**src/rtl/if_prefetch.sv**
```systemverilog
// ---------------------------------------------------------------------------
// if_prefetch
//
// Instruction-fetch stage with a DEPTH-entry prefetch queue. The stage keeps
// requesting sequential instructions from the memory controller while the
// decode stage is stalled. It presents the oldest fetched instruction
// (the head entry) to the IF/ID register.
//
// A jump flushes the queue. Any fetch that is still in flight at that moment
// is completed on the bus and its data thrown away.
//
// Parameters
//   ADDR_W    PC / fetch address width
//   INST_W    instruction width; the sequential PC step is INST_W/8 bytes
//   DEPTH     queue entries (power of two, >= 2)
//   RESET_PC  first fetch address after reset
//
// Ports
//   clk          rising-edge clock
//   rst          asynchronous active-high reset
//   stall_i      decode stall; the head entry is held
//   jump_i       one-cycle redirect strobe (priority over push/pop)
//   jump_addr_i  redirect target
//   mem_req_o    fetch request to the memory controller
//   mem_addr_o   fetch address, stable while mem_req_o is high
//   mem_done_i   one-cycle completion strobe, data valid with it
//   mem_inst_i   fetched instruction
//   pc_o         PC of the head entry (0 when the queue is empty)
//   inst_o       head instruction (0 when the queue is empty)
//   valid_o      head entry valid
//   stall_req_o  fetch-side stall request (queue empty)
// ---------------------------------------------------------------------------
module if_prefetch #(
  parameter int unsigned           ADDR_W   = 32,
  parameter int unsigned           INST_W   = 32,
  parameter int unsigned           DEPTH    = 4,
  parameter logic [ADDR_W-1:0]     RESET_PC = '0
) (
  input  logic              clk,
  input  logic              rst,
  input  logic              stall_i,
  input  logic              jump_i,
  input  logic [ADDR_W-1:0] jump_addr_i,
  output logic              mem_req_o,
  output logic [ADDR_W-1:0] mem_addr_o,
  input  logic              mem_done_i,
  input  logic [INST_W-1:0] mem_inst_i,
  output logic [ADDR_W-1:0] pc_o,
  output logic [INST_W-1:0] inst_o,
  output logic              valid_o,
  output logic              stall_req_o
);

  localparam int unsigned         PTR_W   = $clog2(DEPTH);
  localparam int unsigned         CNT_W   = PTR_W + 1;
  localparam logic [ADDR_W-1:0]   PC_STEP = ADDR_W'(INST_W / 8);
  localparam logic [CNT_W-1:0]    DEPTH_C = CNT_W'(DEPTH);

  typedef enum logic [1:0] {
    ST_IDLE,
    ST_REQ,
    ST_DROP
  } state_e;

  state_e              state_q, state_d;
  logic [ADDR_W-1:0]   fetch_pc_q, fetch_pc_d;
  logic [ADDR_W-1:0]   drop_addr_q, drop_addr_d;
  logic [PTR_W-1:0]    rd_ptr_q, rd_ptr_d;
  logic [PTR_W-1:0]    wr_ptr_q, wr_ptr_d;
  logic [CNT_W-1:0]    count_q, count_d;
  logic [ADDR_W-1:0]   pc_queue_q   [DEPTH];
  logic [ADDR_W-1:0]   pc_queue_d   [DEPTH];
  logic [INST_W-1:0]   inst_queue_q [DEPTH];
  logic [INST_W-1:0]   inst_queue_d [DEPTH];

  logic                push;
  logic                pop;

  // Head-of-queue view. Outputs are forced to zero when the queue is empty,
  // so stale storage contents never leak to IF/ID.
  always_comb begin
    valid_o     = (count_q != '0);
    stall_req_o = (count_q == '0);
    pc_o        = '0;
    inst_o      = '0;
    if (count_q != '0) begin
      pc_o   = pc_queue_q[rd_ptr_q];
      inst_o = inst_queue_q[rd_ptr_q];
    end
  end

  // Memory port and push/pop qualification. A push only happens on a
  // completion in REQ that is not cancelled by a simultaneous jump. Outside
  // REQ/DROP the address is parked at zero.
  always_comb begin
    mem_req_o  = 1'b0;
    mem_addr_o = '0;
    push       = 1'b0;
    pop        = (count_q != '0) && !stall_i && !jump_i;
    case (state_q)
      ST_REQ: begin
        mem_req_o  = 1'b1;
        mem_addr_o = fetch_pc_q;
        push       = mem_done_i && !jump_i;
      end
      ST_DROP: begin
        mem_req_o  = 1'b1;
        mem_addr_o = drop_addr_q;
      end
      default: begin
        mem_req_o  = 1'b0;
        mem_addr_o = '0;
      end
    endcase
  end

  // Queue bookkeeping and fetch PC. A jump clears the queue and redirects
  // fetch_pc regardless of what else happens in the same cycle.
  always_comb begin
    fetch_pc_d   = fetch_pc_q;
    rd_ptr_d     = rd_ptr_q;
    wr_ptr_d     = wr_ptr_q;
    count_d      = count_q;
    pc_queue_d   = pc_queue_q;
    inst_queue_d = inst_queue_q;

    if (jump_i) begin
      fetch_pc_d = jump_addr_i;
      rd_ptr_d   = '0;
      wr_ptr_d   = '0;
      count_d    = '0;
    end else begin
      if (push) begin
        pc_queue_d[wr_ptr_q]   = fetch_pc_q;
        inst_queue_d[wr_ptr_q] = mem_inst_i;
        wr_ptr_d               = wr_ptr_q + 1'b1;
        fetch_pc_d             = fetch_pc_q + PC_STEP;
      end
      if (pop) begin
        rd_ptr_d = rd_ptr_q + 1'b1;
      end
      count_d = count_q + CNT_W'(push) - CNT_W'(pop);
    end
  end

  // Fetch FSM. REQ is left as soon as the queue would become full, which
  // is why a push and a pop can never meet on a full queue. DROP waits for
  // the abandoned request to complete before issuing the new one. A jump
  // that lands on the very cycle the dropped request completes still goes
  // to REQ, because no further completion for the old address will come.
  always_comb begin
    state_d     = state_q;
    drop_addr_d = drop_addr_q;
    case (state_q)
      ST_IDLE: begin
        if (jump_i || (count_d < DEPTH_C)) begin
          state_d = ST_REQ;
        end
      end
      ST_REQ: begin
        if (jump_i) begin
          if (mem_done_i) begin
            state_d = ST_REQ;
          end else begin
            state_d     = ST_DROP;
            drop_addr_d = fetch_pc_q;
          end
        end else if (mem_done_i) begin
          state_d = (count_d < DEPTH_C) ? ST_REQ : ST_IDLE;
        end
      end
      ST_DROP: begin
        if (mem_done_i) begin
          state_d = ST_REQ;
        end
      end
      default: begin
        state_d = ST_IDLE;
      end
    endcase
  end

  // State registers with asynchronous reset.
  always_ff @(posedge clk or posedge rst) begin
    if (rst) begin
      state_q     <= ST_IDLE;
      fetch_pc_q  <= RESET_PC;
      drop_addr_q <= '0;
      rd_ptr_q    <= '0;
      wr_ptr_q    <= '0;
      count_q     <= '0;
      for (int i = 0; i < int'(DEPTH); i++) begin
        pc_queue_q[i]   <= '0;
        inst_queue_q[i] <= '0;
      end
    end else begin
      state_q      <= state_d;
      fetch_pc_q   <= fetch_pc_d;
      drop_addr_q  <= drop_addr_d;
      rd_ptr_q     <= rd_ptr_d;
      wr_ptr_q     <= wr_ptr_d;
      count_q      <= count_d;
      pc_queue_q   <= pc_queue_d;
      inst_queue_q <= inst_queue_d;
    end
  end

endmodule

```
**config.mk**
```make
export PLATFORM = sky130hd
export DESIGN_NAME = if_prefetch
export DESIGN_NICKNAME = d
export VERILOG_FILES = /design/src/rtl/if_prefetch.sv
export SDC_FILE = /design/constraint.sdc
export NUM_CORES = 1
export LEC_CHECK = 0
export ABC_AREA = 1
export ABC_CLOCK_PERIOD_IN_PS = 24900
export BUFFER_PORTS_ARGS = -buffer_cell sky130_fd_sc_hd__buf_2
export CORE_ASPECT_RATIO = 0.7
export CORE_MARGIN = 2
export CORE_UTILIZATION = 60
export DETAILED_ROUTE_END_ITERATION = 7
export MAX_ROUTING_LAYER = met4
export PLACE_DENSITY = 0.81
export SLEW_MARGIN = 25
export SYNTH_ARGS = -nofsm -noshare
export SYNTH_HDL_FRONTEND = slang
export SYNTH_SLANG_ARGS = --single-unit
```
**constraint.sdc**
```tcl
create_clock -name clk -period 24.9 [get_ports clk]
set_input_delay 6.225 -clock clk [delete_from_list [all_inputs] [get_ports clk]]
set_output_delay 6.225 -clock clk [all_outputs]
set_load 0.005 [all_outputs]
```
==> results.md <==
* RePlAce Congestion at 0.981
* Routed vias at 13800
* R2r startpoint: count_q[1]$_DFF_PP0_
* Seq/Total Area, Yosys at 0.525
* FF+latch count, synth at 329
* R2R depth at 18
* Leak at 0.00852 uW
* Gr ovfl total at 0
* Initial antenna violation count at 1
* Total power at 2130 uW
* CP arrival at 3.34 ns
* H-tree Lvls at 2
* Syn avg cell area at 7.90 um2
* PD cells at 121 nW/um2
* Clk_lat worst skew at 0.51 ns
* Cell family with most CP delay: buffers and inverters
* Max rail drop VDD at 0.0674 mV
* CTS Hold Bufs at 0
* Critical path required time at 18.67 ns
* Flop2flop setup slack at 21.56 ns
* # DRC at 0
* Vias in the first global route at 13200
* Most frequent cells in the layout: nand2_1 (480), o21ai_0 (371), dfrtp_1 (327)
* CP max FO at 66
* Hold depth at 2
* Pin count of the biggest net entering global routing at 107
* Chip height at 139 um
* Total GRT Usage at 0.317
* Worst setup EP type: primary output
* Post-Synthesis Cells at 1984
* Post-synthesis cell area at 15700 um2
* Setup violations, final at 0
* Synthesized Nets at 2065
* Fmax achieved at 0.105 GHz
* Status: finished, final reports clean
* RSZ-0062 raised after global routing: false
* WL/cell at 17.1 um
* Final hold vios at 0
* GRT busiest layer: met2
* Routing usage on met3 at 0.0576
* CTS Buf Count at 34
* Port bufs at 167
* Antenna Violating Nets Remaining at 0
* Least-Margin Pin Slew at 0.995 ns
* Number of DRC markers in iteration 0 at 1558
* CTS clock-pin slew for the worst setup and hold paths at 0.06 ns
* Slew Viols, Final at 0
* Post-CTS sizing at 0
* Clock sink total at 329
* Postcts setup bufs at 0
* Tmin final at 9.56 ns
* CTS tree: yes
* Die Area at 27400 um2
* Period utilization at 0.384
* Worst Setup Start Kind: register
* Destination of the worst hold path: inst_queue_q[65]$_DFFE_PP0P_
* Synth top area share at 0.525
* Syn. warnings at 0
* Relative slew slack at 0.336
* Via/cell ratio at 5.70
* WP buf/inv at 3
* Commonest non-fill, non-tap cell in the layout: nand2_1
* Starting Density at 0.610
* Max_cap viols at 0
* Layout cells sized above 1 at 0.126
* TNS Setup at 0 ns
* Min-delay src: inst_queue_q[65]$_DFFE_PP0P_
* Nets at 2148
* First-pass GRT wire length at 68000 um
* Crit-path cells: inv_2, buf_4, o21ai_0, a21oi_1, buf_2
* Met1 usage at 0.458
* Final WL at 41200 um
* Total core area at 25700 um2
* CP max stage delay at 0.83 ns
* Hpwl dp at 24700 um
* Area Growth Syn to Fin at 12.3%
* Clock root buffer: clkbuf_16
* CP Class: register to primary output
* Longest Clk Path Bufs at 3
* Fillers at 2082
* Worst reg2reg endpoint: state_q[1]$_DFFE_PP0P_
* Synth area leader: dfrtp_1
* Netlist cell types at 37
* M2 GR Usage at 0.465
* Ports at 168
* TritonRoute pass-1 iters at 6
* Crit path max-delay cell type: inv_2
* Die Wd at 197 um
* FP Rows at 49
* Synth top area cells: dfrtp_1 (53%), o21ai_0 (12%), nand2_1 (12%)
* Worst hold path type: register to register
* Layout Skew at 0.00915 ns
## worst min-delay path, cell delays in order, from the launching register on
cell	delay (ns)
dfrtp_1	0.34
nand2_1	0.05
o21ai_0	0.06
## final cells by class
class	instances	area [um2]	area share
flip-flops and latches	329	8240	0.468
well taps	331	414	0.0235
diodes	1	2.50	0.000142
clock buffers	46	967	0.0550
inverters	100	385	0.0219
clock inverters	9	201	0.0115
multi-input cells	1420	6420	0.365
repair buffers	182	956	0.0543
## registers in the layout, summed over array words and instances (netlist names)
name,flops
inst_queue_q,128
pc_queue_q,128
drop_addr_q,32
fetch_pc_q,32
count_q,3
rd_ptr_q,2
state_q,2
wr_ptr_q,2
## metrics by stage
| step | hold slack, ns | utilization | cells | setup slack (ns) | cell area [um2] |
|---|---|---|---|---|---|
| 2_1_floorplan | 0.448 | - | 1984 | 9.56 | 15700 |
| 3_3_place_gp | 0.460 | 0.639 | 2362 | 15.95 | 16400 |
| 3_5_place_dp | 0.468 | 0.639 | 2362 | 15.90 | 16400 |
| 4_1_cts | 0.482 | 0.684 | 2417 | 15.36 | 17600 |
| 5_1_grt | 0.496 | 0.685 | 2418 | 15.11 | 17600 |
| 6_report | 0.479 | 0.685 | 2418 | 15.34 | 17600 |
## layer usage
metal	vias up	wire, um
met3	59	3360
met1	6600	18700
met2	539	18500
met5	-	0
li1	6595	-
met4	0	759
## cell families (layout without fill, tap and decap cells)
family,count (synthesis),after routing,share of synthesized area
simple gates,837,837,0.207
compound gates,563,563,0.186
flops,329,329,0.525
buf+inv,235,337,0.0672
fa+ha+maj,12,12,0.0101
xor+xnor,8,8,0.00447
other cells,0,1,0
## report_power, final
group | internal (uW) | total (uW) | switching [uW]
clock network | 333 | 539 | 206
registers | 730 | 856 | 126
logic | 264 | 737 | 473
total | 1330 | 2130 | 806
## worst max path at each step
stage | startpoint | end | cells after the start | slack [ns]
6_report | rd_ptr_q[0]$_DFFE_PP0P_ | inst_o[0] | 5 | 15.34
4_1_cts | rd_ptr_q[0]$_DFFE_PP0P_ | inst_o[27] | 5 | 15.36
3_5_place_dp | rd_ptr_q[0]$_DFFE_PP0P_ | inst_o[27] | 5 | 15.90
2_1_floorplan | rst | count_q[0]$_DFF_PP0_ | 1 | 9.56
5_1_grt | rd_ptr_q[0]$_DFFE_PP0P_ | inst_o[27] | 5 | 15.11
3_3_place_gp | rd_ptr_q[0]$_DFFE_PP0P_ | inst_o[27] | 5 | 15.95
## cell usage after synthesis, drive strengths merged
cell type / instances
a211oi: 1
ha: 11
or2: 2
nand2: 485
a22oi: 11
nand3: 34
nand4: 1
o211ai: 4
a21boi: 1
and2: 1
clkbuf: 66
xor2: 8
a21oi: 102
o21ai: 435
nor3: 1
o32ai: 1
nand3b: 1
dfrtp: 329
a31oi: 1
inv: 100
fa: 1
buf: 69
o22ai: 4
o31ai: 2
nor2: 312
o221ai: 1
No activity file was read; power rests on OpenSTA's default activity.
